`config.mk`:
```
export PLATFORM = sky130hd
export DESIGN_NAME = mem_access
export DESIGN_NICKNAME = d
export VERILOG_FILES = /design/src/rtl/cpu_defs.sv /design/src/rtl/mem_access_load_align.sv /design/src/rtl/mem_access.sv
export SDC_FILE = /design/constraint.sdc
export NUM_CORES = 1
export LEC_CHECK = 0
export ABC_AREA = 1
export ABC_CLOCK_PERIOD_IN_PS = 1900
export CELL_PAD_IN_SITES_DETAIL_PLACEMENT = 1
export CELL_PAD_IN_SITES_GLOBAL_PLACEMENT = 1
export CORE_MARGIN = 2
export CORE_UTILIZATION = 23
export DETAILED_ROUTE_END_ITERATION = 10
export HOLD_SLACK_MARGIN = 0.12
export PLACE_DENSITY_LB_ADDON = 0.1
export SLEW_MARGIN = 20
export SYNTH_ARGS = -nofsm -noshare
export SYNTH_HDL_FRONTEND = slang
export SYNTH_SLANG_ARGS = --single-unit
```
`constraint.sdc`:
```
create_clock -name clk -period 1.9 [get_ports clk]
set_input_delay 0.285 -clock clk [delete_from_list [all_inputs] [get_ports clk]]
set_output_delay 0.285 -clock clk [all_outputs]
set_load 0.1 [all_outputs]
```
`src/rtl/cpu_defs.sv`:
```
// Shared CPU definitions: memory-op encodings, MEM-stage FSM states and
// the default memory map used by EXE, EXE_MEM and the MEM stage.
package cpu_defs;

  localparam logic [3:0] MEMOP_NONE = 4'd0;
  localparam logic [3:0] MEMOP_LB   = 4'd1;
  localparam logic [3:0] MEMOP_LBU  = 4'd2;
  localparam logic [3:0] MEMOP_LH   = 4'd3;
  localparam logic [3:0] MEMOP_LHU  = 4'd4;
  localparam logic [3:0] MEMOP_LW   = 4'd5;
  localparam logic [3:0] MEMOP_SB   = 4'd6;
  localparam logic [3:0] MEMOP_SH   = 4'd7;
  localparam logic [3:0] MEMOP_SW   = 4'd8;

  // Everything at or above this byte address is memory-mapped IO.
  localparam logic [31:0] IO_BASE_DEFAULT = 32'hFFFF_FC00;
  localparam int          RAM_AW_DEFAULT  = 14;

  typedef enum logic [1:0] {
    ST_IDLE    = 2'd0,
    ST_RD_WAIT = 2'd1,
    ST_RD_HOLD = 2'd2
  } mem_state_e;

  function automatic logic isLoadOp(input logic [3:0] op);
    return (op >= MEMOP_LB) && (op <= MEMOP_LW);
  endfunction

  function automatic logic isStoreOp(input logic [3:0] op);
    return (op >= MEMOP_SB) && (op <= MEMOP_SW);
  endfunction

endpackage

```
`src/rtl/mem_access_load_align.sv`:
```
// Load formatter: picks the addressed byte/half out of a raw 32-bit word
// and sign- or zero-extends it according to the load op.
module load_align
  import cpu_defs::*;
(
  input  logic [3:0]  i_op,
  input  logic [1:0]  i_lane,
  input  logic [31:0] i_raw,
  output logic [31:0] o_result
);

  logic [7:0]  w_byte;
  logic [15:0] w_half;

  // Lane extraction followed by the op-dependent extension.
  always_comb begin
    w_byte   = i_raw[{i_lane, 3'b000} +: 8];
    w_half   = i_lane[1] ? i_raw[31:16] : i_raw[15:0];
    o_result = 32'd0;
    case (i_op)
      MEMOP_LB:  o_result = {{24{w_byte[7]}}, w_byte};
      MEMOP_LBU: o_result = {24'd0, w_byte};
      MEMOP_LH:  o_result = {{16{w_half[15]}}, w_half};
      MEMOP_LHU: o_result = {16'd0, w_half};
      MEMOP_LW:  o_result = i_raw;
      default:   o_result = 32'd0;
    endcase
  end

endmodule

```
`src/rtl/mem_access.sv`:
```
// MEM pipeline stage: routes the registered memory op to data RAM or IO,
// commits stores with byte enables, and turns each load into a one-cycle
// stall followed by an aligned, extended writeback. The wb_* bus doubles as
// the MEM-stage forwarding bus toward ID.
module mem_access
  import cpu_defs::*;
#(
  parameter logic [31:0] IO_BASE = IO_BASE_DEFAULT,
  parameter int          RAM_AW  = RAM_AW_DEFAULT
) (
  input  logic              clk,
  input  logic              rst,
  input  logic              stall,
  input  logic [3:0]        mem_op,
  input  logic [31:0]       mem_addr,
  input  logic [31:0]       mem_data,
  input  logic              in_we,
  input  logic [4:0]        in_write_reg,
  input  logic [31:0]       in_write_data,
  output logic [RAM_AW-1:0] ram_addr,
  output logic              ram_re,
  output logic [3:0]        ram_be,
  output logic [31:0]       ram_write_data,
  input  logic [31:0]       ram_read_data,
  output logic [31:0]       io_addr,
  output logic              io_re,
  output logic [3:0]        io_be,
  output logic [31:0]       io_write_data,
  input  logic [31:0]       io_read_data,
  output logic              stall_req,
  output logic              misalign,
  output logic              wb_we,
  output logic [4:0]        wb_write_reg,
  output logic [31:0]       wb_write_data
);

  mem_state_e  r_state;
  logic [3:0]  r_op;
  logic [1:0]  r_lane;
  logic        r_isIo;
  logic [4:0]  r_writeReg;
  logic [31:0] r_hold;

  logic        w_isLoad;
  logic        w_isStore;
  logic        w_misaligned;
  logic        w_isIo;
  logic [3:0]  w_storeBe;
  logic [31:0] w_storeData;
  logic [31:0] w_rawWord;
  logic [31:0] w_loadResult;

  // Decode the presented op: class, alignment and target region.
  always_comb begin
    w_isLoad     = isLoadOp(mem_op);
    w_isStore    = isStoreOp(mem_op);
    w_misaligned = 1'b0;
    case (mem_op)
      MEMOP_LH, MEMOP_LHU, MEMOP_SH: w_misaligned = mem_addr[0];
      MEMOP_LW, MEMOP_SW:            w_misaligned = (mem_addr[1:0] != 2'b00);
      default:                       w_misaligned = 1'b0;
    endcase
    w_isIo = (mem_addr >= IO_BASE);
  end

  // Store lane enables and lane-replicated store data.
  always_comb begin
    w_storeBe   = 4'b0000;
    w_storeData = 32'd0;
    case (mem_op)
      MEMOP_SB: begin
        w_storeBe   = 4'b0001 << mem_addr[1:0];
        w_storeData = {4{mem_data[7:0]}};
      end
      MEMOP_SH: begin
        w_storeBe   = 4'b0011 << {mem_addr[1], 1'b0};
        w_storeData = {2{mem_data[15:0]}};
      end
      MEMOP_SW: begin
        w_storeBe   = 4'b1111;
        w_storeData = mem_data;
      end
      default: begin
        w_storeBe   = 4'b0000;
        w_storeData = 32'd0;
      end
    endcase
  end

  // The read source was fixed at issue; never re-decode it from the address.
  assign w_rawWord = r_isIo ? io_read_data : ram_read_data;

  load_align u_loadAlign (
    .i_op     (r_op),
    .i_lane   (r_lane),
    .i_raw    (w_rawWord),
    .o_result (w_loadResult)
  );

  // Output steering per state; everything is forced low while in reset.
  always_comb begin
    ram_addr       = '0;
    ram_re         = 1'b0;
    ram_be         = 4'b0000;
    ram_write_data = 32'd0;
    io_addr        = 32'd0;
    io_re          = 1'b0;
    io_be          = 4'b0000;
    io_write_data  = 32'd0;
    stall_req      = 1'b0;
    misalign       = 1'b0;
    wb_we          = 1'b0;
    wb_write_reg   = 5'd0;
    wb_write_data  = 32'd0;
    if (!rst) begin
      ram_addr = mem_addr[RAM_AW+1:2];
      io_addr  = mem_addr;
      case (r_state)
        ST_IDLE: begin
          if (w_isLoad && w_misaligned) begin
            misalign     = 1'b1;
            wb_we        = 1'b1;
            wb_write_reg = in_write_reg;
          end else if (w_isLoad) begin
            stall_req = 1'b1;
            ram_re    = !w_isIo;
            io_re     = w_isIo;
          end else begin
            wb_we         = in_we;
            wb_write_reg  = in_write_reg;
            wb_write_data = in_write_data;
            if (w_isStore && w_misaligned) begin
              misalign = 1'b1;
            end else if (w_isStore) begin
              if (w_isIo) begin
                io_write_data = w_storeData;
                io_be         = stall ? 4'b0000 : w_storeBe;
              end else begin
                ram_write_data = w_storeData;
                ram_be         = stall ? 4'b0000 : w_storeBe;
              end
            end
          end
        end
        ST_RD_WAIT: begin
          wb_we         = 1'b1;
          wb_write_reg  = r_writeReg;
          wb_write_data = w_loadResult;
        end
        ST_RD_HOLD: begin
          wb_we         = 1'b1;
          wb_write_reg  = r_writeReg;
          wb_write_data = r_hold;
        end
        default: begin
          wb_we = 1'b0;
        end
      endcase
    end
  end

  // Load FSM: latch the load at issue, then wait out read latency and stalls.
  always_ff @(posedge clk) begin
    if (rst) begin
      r_state    <= ST_IDLE;
      r_op       <= MEMOP_NONE;
      r_lane     <= 2'b00;
      r_isIo     <= 1'b0;
      r_writeReg <= 5'd0;
      r_hold     <= 32'd0;
    end else begin
      case (r_state)
        ST_IDLE: begin
          if (w_isLoad && !w_misaligned) begin
            r_op       <= mem_op;
            r_lane     <= mem_addr[1:0];
            r_isIo     <= w_isIo;
            r_writeReg <= in_write_reg;
            r_state    <= ST_RD_WAIT;
          end
        end
        ST_RD_WAIT: begin
          if (stall) begin
            r_hold  <= w_loadResult;
            r_state <= ST_RD_HOLD;
          end else begin
            r_state <= ST_IDLE;
          end
        end
        ST_RD_HOLD: begin
          if (!stall) begin
            r_state <= ST_IDLE;
          end
        end
        default: begin
          r_state <= ST_IDLE;
        end
      endcase
    end
  end

endmodule
```
# Word-level counts from Yosys, hierarchy flattened
# Cells that the tools add are included.
[op_classes] n_lt_le_gt_ge=5 n_reduce_logical=15 n_eq_ne=15 shift=3 muxes=70
[op_table] cell="two-way mux 32 bit" n=19
[op_table] cell="case mux 32 bit (3 select lines)" n=2
[op_table] cell="case mux 32 bit (5 select lines)" n=1
[op_table] cell="two-way mux 4 bit" n=15
[op_table] cell=">= comparator 32 bit, second input constant" n=1
[op_table] cell="indexed part select 32 x 6 -> 8 bit" n=1
[op_table] cell="== test 4 x 3 -> 1 bit, second input constant" n=6
[op_table] cell="two-way mux 1 bit" n=20
[op_table] cell="two-way mux 16 bit" n=1
[op_table] cell="two-way mux 5 bit" n=3
[op_table] cell="two-way mux 14 bit" n=1
[op_table] cell="== test 4 x 2 -> 1 bit, second input constant" n=3
[op_table] cell="case mux 4 bit (3 select lines)" n=1
[op_table] cell="case mux 5 bit (2 select lines)" n=1
[op_table] cell="two-way mux 2 bit" n=3
[op_table] cell="case mux 2 bit (3 select lines)" n=1
[op_table] cell="AND reduction 2 bit" n=3
[op_table] cell="logical AND 1 bit" n=5
[op_table] cell="== test 4 x 1 -> 1 bit, second input constant" n=1
[op_table] cell="== test 4 bit, second input constant" n=1
[op_table] cell=">= comparator 4 x 1 -> 1 bit, second input constant" n=1
[op_table] cell=">= comparator 4 x 3 -> 1 bit, second input constant" n=1
[op_table] cell="less-or-equal comparator 4 x 3 -> 1 bit, second input constant" n=1
[op_table] cell="less-or-equal comparator 4 bit, second input constant" n=1
[op_table] cell="other kinds (11)" n=15
[totals] wordCells=114 output_inout_bits=160 inputBits=173 reg_bits=46

# Longest topological paths before layout
# Gate-level depths: netlist (run 1).
[logic_depth] ltp_word=10 mapped_depth=12 ltp_nobuf=12

# Cells and area by module
# A second synthesis (run 1) with hierarchy kept.
[hier_totals] cells_unflattened=951 hier_area_um2=5151.2
[modules_own_cells] mod="mem_access" area_per_inst_um2=4265.3 seq_area_each_um2=920.9 cells_each=754 n_inst=1
[modules_own_cells] mod="load_align" area_per_inst_um2=885.8 seq_area_each_um2=0.0 cells_each=197 n_inst=1

# Least setup slack after synthesis (run 1)
# OpenSTA, ideal clock, no wires.
[synth_path] path_kind="register to output" start="reg r_op[0]" end="out wb_write_data[21]" stages_incl_launch_ff=12 setup_slack_ns=-1.063 n_path_buf=1 required_time_ns=1.615 t_arrival_ns=2.678 cell_sequence="dfxtp_1 inv_1 nor2_2 nand3_2 inv_2 buf_2 nand2_1 nand2_1 inv_1 nand2_1 nand2_1 a21oi_1"
[synth_between] elab_chain_len=4 word_cells_on_any_way=8
[synth_rtl] item="start, declared" line="mem_access.sv:38" text="logic [3:0] r_op;"
[synth_rtl] item="start signal, assigned" line="mem_access.sv:175" text="r_op <= mem_op;"
[synth_rtl] item="== test 4 x 3 -> 1 bit, or another cell as far along" line="mem_access_load_align.sv:20" text="case (i_op)"
[synth_rtl] item="case mux 32 bit (5 select lines) (*)" line="mem_access_load_align.sv:20"
[synth_rtl] item="case mux 32 bit (3 select lines) (*)" line="mem_access.sv:118" text="case (r_state)"
[synth_rtl] item="two-way mux 32 bit (*)" line="mem_access.sv:115" text="if (!rst) begin"
[synth_rtl] item="end, declared" line="mem_access.sv:34" text="output logic [31:0] wb_write_data"
# Mark *: on every way between the ends. The rest lies on a longest branch, timed or not.

# Final worst setup path (run 1)
[layout_path] start="reg r_isIo" end="out wb_write_data[7]"
[layout_between] elab_chain_len=5 word_cells_on_any_way=6
[layout_rtl] item="start, declared" line="mem_access.sv:40" text="logic r_isIo;"
[layout_rtl] item="start signal, assigned" line="mem_access.sv:177" text="r_isIo <= w_isIo;"
[layout_rtl] item="two-way mux 32 bit (*)" line="mem_access.sv:91" text="assign w_rawWord = r_isIo ? io_read_data : ram_read_data;"
[layout_rtl] item="indexed part select 32 x 6 -> 8 bit / two-way mux 16 bit (equally long branches)" line="mem_access_load_align.sv:17, mem_access_load_align.sv:18"
[layout_rtl] item="case mux 32 bit (5 select lines) (*)" line="mem_access_load_align.sv:20"
[layout_rtl] item="case mux 32 bit (3 select lines) (*)" line="mem_access.sv:118"
[layout_rtl] item="two-way mux 32 bit (*)" line="mem_access.sv:115"
# Marked as above.

==> Implementation_results.wiki, run 1 <==
{| class="wikitable"
! Metric !! Value
|-
| Layout area overhead || 169%
|-
| Result of the run || finished, violations left
|-
| VDD IR max || 0.388 mV
|-
| Clock transition at path regs || 0.07 ns
|-
| Yosys warning total || 0
|-
| Power, Total || 7.66 mW
|-
| Achievable clock frequency || 419 MHz
|-
| Type of element launching the critical path || flip-flop
|-
| Final worst-path cycle share || 1.26
|-
| Final critical path time including I/O delays and setup || 2.39 ns
|-
| Number of synthesized register bits || 46
|-
| Final critical-path setup slack || -0.486 ns
|-
| Non-Filler Cell Area, Final || 14800 µm²
|-
| Critical path required time || 1.62 ns
|-
| Number of global-route vias before repair || 10300
|-
| Filler-free cell count of the finished design || 1863
|-
| Final setup violation count || 124
|-
| Post-detailed-route wirelength per cell || 23.0 µm
|-
| Crit end category || output pin
|-
| Area of placed instances || 13200 µm²
|-
| Number of buffers inserted by port buffering || 332
|-
| H-Tree Depth || 2
|-
| Max-Slew Margin vs Limit || 0.690
|-
| Mapped Nets || 1277
|-
| Top-level I/O count || 333
|-
| Core box area || 23500 µm²
|-
| Die Outline Area || 25300 µm²
|-
| Overall global routing resource usage || 0.314
|-
| Share of layout cells above drive strength 1 || 0.470
|-
| Tightest Pin Transition || 0.458 ns
|-
| Post-synthesis instance area || 5520 µm²
|-
| Remaining number of nets flagged by the antenna check after routing || 0
|-
| DR DRC count || 0
|-
| Most common cell after layout, fill and taps aside || sky130_fd_sc_hd__nand2_1
|-
| Overall via count from detail_route || 9393
|-
| Power per cell area || 516 nW/µm²
|-
| Clock tree from TritonCTS || yes
|-
| Part of the Yosys area used for sequential elements || 0.167
|-
| Placed Cells || 1794
|-
| Maximum number of pins on one net before global-route repair || 48
|-
| Buffer cell driving the clock tree root || sky130_fd_sc_hd__clkbuf_16
|-
| Total wire length || 42800 µm
|-
| Final core utilization || 0.630
|-
| Reg2Reg Setup Slack || 0.05 ns
|-
| Detailed Route Iter0 Violations || 515
|-
| Count of standard-cell rows || 56
|-
| Sinks on the clock net || 46
|-
| Starting utilization of the core area || 0.234
|-
| Number of slew-limit violations in the final report || 0
|-
| Path class of the lowest-slack min-delay path || input pin to flip-flop
|-
| Total count of hold-check failures in the final report || 0
|-
| Die Y || 159 µm
|-
| Post-Synthesis Cells || 1100
|-
| Largest fanout on the critical path || 9
|-
| Static Leak || 6.41 nW
|-
| Setup repair after global routing missed its margin || true
|-
| Signal arrival time at the worst endpoint || 2.10 ns
|-
| Weighted congestion at the end of routability-driven global placement || 0.879
|-
| Detailed placer's ending HPWL || 28100 µm
|-
| Failing checks || negative setup slack
|-
| Global-route wire length before repair || 62100 µm
|-
| Max Cap Violations || 0
|-
| Highest-count cells in the layout ignoring fill and taps || sky130_fd_sc_hd__nand2_1, sky130_fd_sc_hd__buf_12, sky130_fd_sc_hd__clkdlybuf4s50_1
|-
| Number of distinct library cell variants in the gate-level netlist after synthesis || 28
|-
| Net count, final || 1718
|-
| Number of antenna violations at the first check in global routing || 6
|-
| Final setup skew || 0.00555 ns
|-
| GRT overflow || 0
|-
| Count of filler cells inserted in the layout || 2672
|-
| Die Wd || 159 µm
|-
| Skew-Pair Late Insertion Delay || 0.31 ns
|-
| Cts bufs inserted || 5
|-
| Worst setup path category || flip-flop to output pin
|-
| Total iterations of the first detailed-routing run || 5
|-
| Mean number of vias per cell || 5.04
|-
| Max clock buf depth || 2
|-
| Setup TNS || -38.14 ns
|-
| Mean instance size in the synthesized netlist || 5.02 µm²
|}
[synthesized netlist by cell type]
library cell	count	share of area
sky130_fd_sc_hd__a32o_1	8	0.015
sky130_fd_sc_hd__nand2_4	1	0.0020
sky130_fd_sc_hd__nor3_2	1	0.0018
sky130_fd_sc_hd__nor2_4	2	0.0041
sky130_fd_sc_hd__ha_1	4	0.0091
sky130_fd_sc_hd__or2_2	1	0.0011
sky130_fd_sc_hd__inv_2	9	0.0061
sky130_fd_sc_hd__o311ai_0	1	0.0016
sky130_fd_sc_hd__clkbuf_1	29	0.020
sky130_fd_sc_hd__buf_2	21	0.019
sky130_fd_sc_hd__dfxtp_1	46	0.17
sky130_fd_sc_hd__inv_1	139	0.095
sky130_fd_sc_hd__nor2_2	4	0.0045
sky130_fd_sc_hd__buf_6	4	0.0082
sky130_fd_sc_hd__nor2_1	180	0.12
sky130_fd_sc_hd__buf_4	19	0.026
sky130_fd_sc_hd__nand3_2	8	0.015
sky130_fd_sc_hd__nand2_1	390	0.27
sky130_fd_sc_hd__nand4_1	6	0.0068
sky130_fd_sc_hd__o21ai_0	36	0.033
sky130_fd_sc_hd__nor2_8	1	0.0036
sky130_fd_sc_hd__a21oi_4	1	0.0029
sky130_fd_sc_hd__nand2_2	5	0.0057
sky130_fd_sc_hd__nor3b_1	1	0.0014
sky130_fd_sc_hd__nand3_1	59	0.054
sky130_fd_sc_hd__o211ai_1	1	0.0014
sky130_fd_sc_hd__buf_1	3	0.0020
sky130_fd_sc_hd__a21oi_1	120	0.11
[timing repair]
action | CTS | global route
endpoints found under the setup margin | 127 | 121
resized for setup | 213 | 81
buffers inserted | 34 | 25
pin swaps | 68 | 63
hold buffers | 0 | 0
cloned | 14 | 1
[routing by layer]
metal	vias up	wire length [µm]	part of all wire	global-route usage
li1	4279	-	-	-
met1	4597	15300	0.36	0.323
met2	383	22400	0.52	0.599
met3	128	2730	0.064	0.0810
met4	6	2320	0.054	0.133
met5	-	41	0.00096	0
[critical path, stage by stage (launching register included)]
cell                      delay, ns
sky130_fd_sc_hd__dfxtp_4       0.39
sky130_fd_sc_hd__inv_8         0.11
sky130_fd_sc_hd__nand2_1       0.11
sky130_fd_sc_hd__nand3_1       0.12
sky130_fd_sc_hd__nand3_1       0.13
sky130_fd_sc_hd__nand2_2       0.12
sky130_fd_sc_hd__buf_4         0.13
sky130_fd_sc_hd__nand2_1       0.08
sky130_fd_sc_hd__nand2_2       0.11
sky130_fd_sc_hd__nand2_2       0.07
sky130_fd_sc_hd__a21oi_4       0.21
sky130_fd_sc_hd__buf_12        0.21
[path summary, 6_finish.rpt]
check	start	to	depth (start not counted)
hold / removal	mem_op[1]	r_op[1]	3
setup / recovery	r_isIo	wb_write_data[7]	11
setup reg to reg	r_isIo	r_hold[7]	11
hold reg to reg	r_writeReg[0]	r_writeReg[0]	2
[power by group]
group / switching (mW) / total (mW) / leakage, nW / internal, mW
Combinational: 3.39 / 5.57 / 5.97 / 2.18
Sequential: 0.0655 / 1.12 / 0.378 / 1.05
Clock: 0.472 / 0.969 / 0.0704 / 0.497
Total: 3.93 / 7.66 / 6.41 / 3.73
[layout make-up]
class                           count  area (µm²)  area share
Timing Repair Buffer              508        6970       0.470
Multi-Input combinational cell    832        5750       0.387
Sequential cell                    46         938      0.0632
Inverter                          148         624      0.0421
Tap cell                          319         399      0.0269
Clock buffer                        5         125     0.00843
Clock inverter                      3        25.0     0.00169
Antenna cell                        2        5.00    0.000337
[state kept, by name (all words and copies together) (netlist names)]
name	count
r_writeReg	5
r_hold	32
r_isIo	1
r_state	2
r_op	4
r_lane	2
[through the flow]
step | hold WS (ns) | worst slack [ns]
after global placement | 0.428 | -0.555
final | 0.260 | -0.486
after global routing | 0.285 | -0.570
after detailed placement | 0.433 | -0.615
after CTS | 0.321 | -0.393
after floorplan | 0.395 | -0.372
[cells by family after synthesis]
family	share of synthesized area
AOI/OAI and AO/OA	0.162
adders and majority gates	0.00907
buffers and inverters	0.175
DFF	0.167
and+or+nand+nor	0.487
No activity file was read; power rests on OpenSTA's default activity.
==> run 2: changes to the inputs <==
- ABC_CLOCK_PERIOD_IN_PS: 1900 -> 2900
- CORE_UTILIZATION: 23 -> 25
- clock period: 1.9 -> 2.9 ns (I/O delays scaled with it)
==> run 2 against run 1 <==
Effect of this change:
- the run now ends clean
- final cell count down 9.1%
- largest power group unchanged
- via count down 15%
- setup slack better by 0.64 ns
- first-iteration DRC count down 39%
- power down 49%
- sequential power down 35%
- non-clock buffer count down 129
==> Implementation_results.wiki, run 2 (synthesis results as in run 1) <==
{| class="wikitable"
! Metric !! Value
|-
| Peak per-stage delay on the critical path || 0.43 ns (was 0.39 ns)
|-
| Number of antenna violations at the first check in global routing || 4 (was 6)
|-
| Achievable clock frequency || 364 MHz
|-
| Max clock buf depth || 2 (unchanged)
|-
| Number of buffers inserted by port buffering || 332 (unchanged)
|-
| Hold-fix buffer count after cts || 0 (unchanged)
|-
| Net count, final || 1587 (was 1718)
|-
| Die Outline Area || 23300 µm² (was 25300 µm²)
|-
| Total count of hold-check failures in the final report || 0 (unchanged)
|-
| Final setup violation count || 0 (was 124)
|-
| List of cells traversed by the critical path || buf_4, nand2_1, nand3_1, nand2_1, nor2_1, nor2_1, nand2_1, nand2_1, a21oi_1, buf_12 (was inv_8, nand2_1, nand3_1, nand3_1, nand2_2, buf_4, nand2_1, nand2_2, nand2_2, a21oi_4, buf_12)
|-
| Overall via count from detail_route || 7959 (was 9393)
|-
| Core box area || 21800 µm² (was 23500 µm²)
|-
| Buffer cell driving the clock tree root || sky130_fd_sc_hd__clkbuf_16 (unchanged)
|-
| Area of placed instances || 10500 µm² (was 13200 µm²)
|-
| GRT overflow || 0 (unchanged)
|-
| Origin of the critical flop-to-flop path || r_state[1] (was r_isIo)
|-
| Max-Slew Margin vs Limit || 0.301 (was 0.690)
|-
| Die Wd || 153 µm (was 159 µm)
|-
| Most common cell after layout, fill and taps aside || sky130_fd_sc_hd__nand2_1 (unchanged)
|-
| Largest fanout on the critical path || 28 (was 9)
|-
| Weighted congestion at the end of routability-driven global placement || 0.891 (was 0.879)
|-
| Top-level I/O count || 333 (unchanged)
|-
| Overall global routing resource usage || 0.246 (was 0.314)
|-
| Number of slew-limit violations in the final report || 0 (unchanged)
|-
| Share of layout cells above drive strength 1 || 0.242 (was 0.470)
|-
| Critical path required time || 2.47 ns (was 1.62 ns)
|-
| Signal arrival time at the worst endpoint || 2.31 ns (was 2.10 ns)
|-
| Highest-delay cell along the critical path || sky130_fd_sc_hd__dfxtp_1 (was sky130_fd_sc_hd__dfxtp_4)
|-
| Skew-Pair Late Insertion Delay || 0.31 ns (about the same)
|-
| Remaining number of nets flagged by the antenna check after routing || 0 (unchanged)
|-
| Static Leak || 5.06 nW (was 6.41 nW)
|-
| DR DRC count || 0 (unchanged)
|-
| Count of filler cells inserted in the layout || 2813 (was 2672)
|-
| Highest-count cells in the layout ignoring fill and taps || sky130_fd_sc_hd__nand2_1, sky130_fd_sc_hd__clkdlybuf4s50_1, sky130_fd_sc_hd__inv_1 (was sky130_fd_sc_hd__nand2_1, sky130_fd_sc_hd__buf_12, sky130_fd_sc_hd__clkdlybuf4s50_1)
|-
| CP Launch Point || r_isIo (unchanged)
|-
| Power per cell area || 363 nW/µm² (was 516 nW/µm²)
|-
| Sinks on the clock net || 46 (unchanged)
|-
| Final worst-path cycle share || 0.947
|-
| Setup repair after global routing missed its margin || false (was true)
|-
| Hold path startpoint || r_writeReg[4] (was mem_op[1])
|-
| Clock transition at path regs || 0.07 ns (about the same)
|-
| Number of flip-flops under the largest register name || 32 (unchanged)
|-
| Final critical-path setup slack || 0.155 ns (was -0.486 ns)
|-
| VDD IR max || 0.202 mV (was 0.388 mV)
|-
| Setup Slack @ Placement || -0.0244 ns (was -0.615 ns)
|-
| Non-Filler Cell Area, Final || 10700 µm² (was 14800 µm²)
|-
| Worst setup path category || flip-flop to output pin (unchanged)
|-
| Most flops, register || r_hold (unchanged)
|-
| Detailed Route Iter0 Violations || 314 (was 515)
|-
| Final critical path time including I/O delays and setup || 2.74 ns
|-
| Number of global-route vias before repair || 8428 (was 10300)
|-
| Type of element launching the critical path || flip-flop (unchanged)
|-
| Largest regs || r_hold: 32 flops, r_writeReg: 5 flops, r_op: 4 flops (unchanged)
|-
| Mean number of vias per cell || 4.70 (was 5.04)
|-
| Setup TNS || 0 ns (was -38.14 ns)
|-
| Power, Total || 3.90 mW (was 7.66 mW)
|-
| Cts bufs inserted || 5 (unchanged)
|-
| Post-detailed-route wirelength per cell || 17.4 µm (was 23.0 µm)
|-
| Count of buffer and inverter cells on the critical path || 2 (was 3)
|-
| Top cell by count, worst path || sky130_fd_sc_hd__nand2_1 (was sky130_fd_sc_hd__nand2_2)
|-
| Top Family by Delay on Critical Path || simple AND/OR/NAND/NOR gates (unchanged)
|-
| Path class of the lowest-slack min-delay path || flip-flop to flip-flop (was input pin to flip-flop)
|-
| H-Tree Depth || 2 (unchanged)
|-
| Global-route wire length before repair || 45700 µm (was 62100 µm)
|-
| Tightest Pin Transition || 1.05 ns (was 0.458 ns)
|-
| Max Cap Violations || 0 (unchanged)
|-
| Layout area overhead || 94.6% (was 169%)
|-
| Final-layout worst hold slack || 0.448 ns (was 0.260 ns)
|-
| Starting utilization of the core area || 0.254 (was 0.234)
|-
| Maximum number of pins on one net before global-route repair || 66 (was 48)
|-
| Total iterations of the first detailed-routing run || 4 (was 5)
|-
| Total wire length || 29400 µm (was 42800 µm)
|-
| Detailed placer's ending HPWL || 24400 µm (was 28100 µm)
|-
| Result of the run || finished clean (was finished, violations left)
|-
| Die Y || 153 µm (was 159 µm)
|-
| Clock tree from TritonCTS || yes (unchanged)
|-
| Count of standard-cell rows || 54 (was 56)
|-
| Crit end category || output pin (unchanged)
|-
| Final setup skew || 0.00636 ns (was 0.00555 ns)
|}
[run 2: cell types whose count changed in the layout (fill, tap and decap cells not counted), moves of 19 or more]
cell,previous run,this run
sky130_fd_sc_hd__a21oi_1,68,102
sky130_fd_sc_hd__a21oi_4,39,1
sky130_fd_sc_hd__buf_12,195,125
sky130_fd_sc_hd__buf_4,107,79
sky130_fd_sc_hd__buf_6,24,2
sky130_fd_sc_hd__clkdlybuf4s50_1,142,166
sky130_fd_sc_hd__dlygate4sd2_1,21,2
sky130_fd_sc_hd__nand2_1,248,383
sky130_fd_sc_hd__nand2_2,103,12
sky130_fd_sc_hd__nand2_4,33,1
sky130_fd_sc_hd__nor2_1,79,114
sky130_fd_sc_hd__nor2_2,11,68
sky130_fd_sc_hd__nor2_4,96,4
[run 2: layout make-up]
cell class,instances,area [µm²],share of cell area
clock inverter,3,25.0,0.00233
inverter,148,562,0.0523
sequential,46,921,0.0858
tap,280,350,0.0326
antenna,2,5.00,0.000466
timing repair buffer,379,4840,0.451
multi-input combinational,830,3910,0.364
clock buffer,5,125,0.0117
[run 2: routing by layer]
metal / wire, µm / track usage
met2: 15200 / 0.463
met3: 2080 / 0.0657
met1: 11400 / 0.269
met5: 25 / 0
met4: 721 / 0.0688
[run 2: repair_timing]
| action | in CTS | in global routing |
|---|---|---|
| pin swaps | 0 | 6 |
| setup endpoints to repair | 7 | 62 |
| setup buffers | 0 | 3 |
| gates cloned | 0 | 1 |
| gates resized for setup | 8 | 22 |
[run 2: path summary, 6_finish.rpt]
| check | slack [ns] | cells past startpoint | endpoint |
|---|---|---|---|
| worst max-delay path | 0.16 | 10 | wb_write_data[2] |
| worst min-delay path | 0.45 | 2 | r_writeReg[4] |
| worst max register to register | 0.87 | 7 | r_hold[22] |
| worst min register to register | 0.45 | 2 | r_writeReg[4] |
[run 2: through the flow]
| stage | cells | utilization |
|---|---|---|
| after floorplan | 1100 | - |
| after global placement | 1679 | 0.481 |
| after detailed placement | 1679 | 0.481 |
| after CTS | 1687 | 0.489 |
| after global routing | 1693 | 0.494 |
| final | 1693 | 0.494 |
[run 2: worst reg2reg max path: stages, from the launching register on]
cell and delay (ns):
sky130_fd_sc_hd__dfxtp_1 0.38, sky130_fd_sc_hd__inv_1 0.09, sky130_fd_sc_hd__ha_1 0.46, sky130_fd_sc_hd__nand2_2 0.17, sky130_fd_sc_hd__buf_4 0.50, sky130_fd_sc_hd__a21oi_1 0.16, sky130_fd_sc_hd__o21ai_0 0.11, sky130_fd_sc_hd__inv_1 0.06
[run 2: where the power goes]
| group | leakage (nW) | switching, mW | internal, mW |
|---|---|---|---|
| clock network | 0.0704 | 0.294 | 0.325 |
| registers | 0.374 | 0.0396 | 0.687 |
| logic | 4.62 | 1.69 | 0.869 |
==> run 3: changes to the inputs <==
- PLACE_DENSITY: unset -> 0.91
- PLACE_DENSITY_LB_ADDON: 0.1 -> unset
==> run 3 against run 2 <==
Effect of this change:
- non-clock buffer count increased by 6
- sequential share of layout area about the same
- first-iteration DRC count increased by 23%
- clock skew about the same
- power about the same
- wire length increased by 14%
- setup slack got worse by 0.030 ns
- global-route usage increased by 2.9 points
- sequential cell count unchanged
- sequential power increased by 0.8%
- via count increased by 7.3%
- largest cell class unchanged
==> Implementation_results.wiki, run 3 (synthesis results as in run 1) <==
{| class="wikitable"
! Metric !! Value
|-
| Flip-flop and latch area || 925 µm² (was 921 µm²)
|-
| Top routing layer used || met4 (was met5)
|-
| Starting utilization of the core area || 0.254 (unchanged)
|-
| Count of filler cells inserted in the layout || 2812 (was 2813)
|-
| Met3 WL || 2420 µm (was 2080 µm)
|-
| Origin of the critical flop-to-flop path || r_state[0] (was r_state[1])
|-
| Total count of hold-check failures in the final report || 0 (unchanged)
|-
| Total wire length || 33500 µm (was 29400 µm)
|-
| Number of flip-flops under the largest register name || 32 (unchanged)
|-
| Number of buffers inserted by port buffering || 332 (unchanged)
|-
| Power per cell area || 363 nW/µm² (about the same)
|-
| GRT overflow || 0 (unchanged)
|-
| Core box area || 21800 µm² (unchanged)
|-
| Static Leak || 5.06 nW (about the same)
|-
| Total stage count of the critical path || 13 (was 10)
|-
| Clock transition at path regs || 0.07 ns (about the same)
|-
| Top Family by Delay on Critical Path || buffers and inverters (was simple AND/OR/NAND/NOR gates)
|-
| Top-level I/O count || 333 (unchanged)
|-
| Maximum number of pins on one net before global-route repair || 66 (unchanged)
|-
| Final core utilization || 0.494 (about the same)
|-
| Top cell by count, worst path || sky130_fd_sc_hd__nand2_1 (unchanged)
|-
| H-Tree Depth || 2 (unchanged)
|-
| Crit end category || output pin (unchanged)
|-
| List of cells traversed by the critical path || clkdlybuf4s50_1, inv_1, nand2_1, nand2_1, nand2_1, nand3_1, nand2_1, nand2_1, buf_4, nand2_1, nand2_1, a21oi_1, buf_12 (was buf_4, nand2_1, nand3_1, nand2_1, nor2_1, nor2_1, nand2_1, nand2_1, a21oi_1, buf_12)
|-
| Most flops, register || r_hold (unchanged)
|-
| Max clock buf depth || 2 (unchanged)
|-
| Setup Slack @ Placement || -0.160 ns (was -0.0244 ns)
|-
| Critical path required time || 2.47 ns (about the same)
|-
| Buffer cell driving the clock tree root || sky130_fd_sc_hd__clkbuf_16 (unchanged)
|-
| Final critical path time including I/O delays and setup || 2.77 ns (was 2.74 ns)
|-
| Final-layout worst hold slack || 0.461 ns (was 0.448 ns)
|-
| Most common cell after layout, fill and taps aside || sky130_fd_sc_hd__nand2_1 (unchanged)
|-
| Capture point of the worst reg-to-reg path || r_op[1] (was r_hold[22])
|-
| Number of global-route vias before repair || 9395 (was 8428)
|-
| Type of element launching the critical path || input pin (was flip-flop)
|-
| Layout area overhead || 94.9% (was 94.6%)
|-
| Hold path startpoint || r_writeReg[4] (unchanged)
|-
| Capturing element of the worst setup path || wb_write_data[28] (was wb_write_data[2])
|-
| Highest-count cells in the layout ignoring fill and taps || sky130_fd_sc_hd__nand2_1, sky130_fd_sc_hd__clkdlybuf4s50_1, sky130_fd_sc_hd__inv_1 (unchanged)
|-
| Detailed placer's ending HPWL || 27700 µm (was 24400 µm)
|-
| Final worst-path cycle share || 0.957 (was 0.947)
|-
| Number of slew-limit violations in the final report || 0 (unchanged)
|-
| Path class of the lowest-slack min-delay path || flip-flop to flip-flop (unchanged)
|-
| Worst setup path category || input pin to output pin (was flip-flop to output pin)
|-
| Highest-delay cell along the critical path || sky130_fd_sc_hd__clkdlybuf4s50_1 (was sky130_fd_sc_hd__dfxtp_1)
|-
| Largest regs || r_hold: 32 flops, r_writeReg: 5 flops, r_op: 4 flops (unchanged)
|-
| DR DRC count || 0 (unchanged)
|-
| Die Wd || 153 µm (unchanged)
|-
| Overall via count from detail_route || 8541 (was 7959)
|-
| Tightest Pin Transition || 1.16 ns (was 1.05 ns)
|-
| Clock tree from TritonCTS || yes (unchanged)
|-
| Post-detailed-route wirelength per cell || 19.7 µm (was 17.4 µm)
|-
| CP Launch Point || ram_read_data[7] (was r_isIo)
|-
| Detailed-route wire length on metal 1 || 11800 µm (was 11400 µm)
|-
| Result of the run || finished clean (unchanged)
|-
| Skew-Pair Late Insertion Delay || 0.30 ns (was 0.31 ns)
|-
| Peak per-stage delay on the critical path || 0.45 ns (was 0.43 ns)
|-
| Global-route wire length before repair || 51200 µm (was 45700 µm)
|-
| Count of standard-cell rows || 54 (unchanged)
|-
| Cts bufs inserted || 5 (unchanged)
|-
| Largest fanout on the critical path || 24 (was 28)
|-
| Die Y || 153 µm (unchanged)
|-
| Remaining number of nets flagged by the antenna check after routing || 0 (unchanged)
|-
| Final setup violation count || 0 (unchanged)
|-
| Mean number of vias per cell || 5.02 (was 4.70)
|-
| Count of buffer and inverter cells on the critical path || 4 (was 2)
|-
| Reg2Reg Setup Slack || 0.90 ns (was 0.87 ns)
|-
| Detailed Route Iter0 Violations || 387 (was 314)
|-
| Die Outline Area || 23300 µm² (unchanged)
|-
| Overall global routing resource usage || 0.275 (was 0.246)
|-
| Net count, final || 1593 (was 1587)
|-
| Count of cells along the worst register-to-register path || 9 (was 7)
|-
| Final critical-path setup slack || 0.125 ns (was 0.155 ns)
|-
| Number of antenna violations at the first check in global routing || 2 (was 4)
|-
| Achievable clock frequency || 360 MHz (was 364 MHz)
|-
| Max Cap Violations || 0 (unchanged)
|-
| VDD IR max || 0.224 mV (was 0.202 mV)
|-
| Total area of multi-input combinational cells || 3910 µm² (about the same)
|-
| Sinks on the clock net || 46 (unchanged)
|-
| Weighted congestion at the end of routability-driven global placement || 0.950 (was 0.891)
|-
| Share of layout cells above drive strength 1 || 0.252 (was 0.242)
|-
| Max-Slew Margin vs Limit || 0.230 (was 0.301)
|-
| Signal arrival time at the worst endpoint || 2.34 ns (was 2.31 ns)
|-
| Met2 routed WL || 17100 µm (was 15200 µm)
|-
| Final setup skew || 0.00634 ns (was 0.00636 ns)
|-
| Total iterations of the first detailed-routing run || 6 (was 4)
|}
==> run 3: cell count changes in the layout (fill, tap and decap cells not counted), moves of 4 or more <==
cell	delta
sky130_fd_sc_hd__nor2_2	+5
sky130_fd_sc_hd__buf_4	+10
sky130_fd_sc_hd__a21oi_2	+6
sky130_fd_sc_hd__nand2_2	-4
sky130_fd_sc_hd__a21oi_1	-6
sky130_fd_sc_hd__nand2_1	+4
==> run 3: per-layer routing <==
layer,vias to the layer above,global-route usage
met5,-,0
li1,4001,-
met1,4045,0.278
met3,118,0.0674
met2,377,0.512
met4,0,0.157
==> run 3: layout make-up <==
type,count,area share
timing repair buffer,385,0.451
multi-input combinational,830,0.364
sequential,46,0.0860
inverter,148,0.0519
tap,280,0.0326
clock buffer,5,0.0116
clock inverter,3,0.00198
antenna,3,0.000698
==> run 3: worst min-delay path by stage <==
| stage | to | slack, ns | cells after the start |
|---|---|---|---|
| after floorplan | r_writeReg[0] | 0.42 | 2 |
| after global placement | r_writeReg[4] | 0.43 | 2 |
| after detailed placement | r_writeReg[3] | 0.45 | 2 |
| after CTS | r_writeReg[2] | 0.46 | 2 |
| after global routing | r_writeReg[0] | 0.49 | 2 |
| final | r_writeReg[4] | 0.46 | 2 |
==> run 3: timing repair <==
action                                  4_1_cts  5_1_grt
endpoints found under the setup margin       87       47
gates resized for setup                       8       25
hold buffers                                  0        0
pin swaps                                     1        0
buffers inserted                              1        0
hold endpoints to repair                      0        0
==> run 3: where the power goes <==
part | internal, mW | switching (mW) | leakage [nW]
Combinational | 0.854 | 1.72 | 4.62
Sequential | 0.688 | 0.0445 | 0.375
Clock | 0.320 | 0.275 | 0.0698
==> run 3: per-stage QoR <==
stage	cell area [µm²]	cells	setup TNS [ns]	power, mW
after floorplan	5730	1100	-8.00	2.30
after global placement	10500	1688	0	3.24
after detailed placement	10500	1688	-3.69	3.30
after CTS	10700	1697	0	3.90
after global routing	10800	1698	-0.0163	4.08
final	10800	1700	0	3.90
==> run 3: worst register-to-register path: cells and delay by family (launching register included) <==
family	cells	cell delay [ns]
fa+ha+maj	1	0.23
buf+inv	4	0.59
flops	1	0.36
simple gates	3	0.67
compound gates	1	0.08
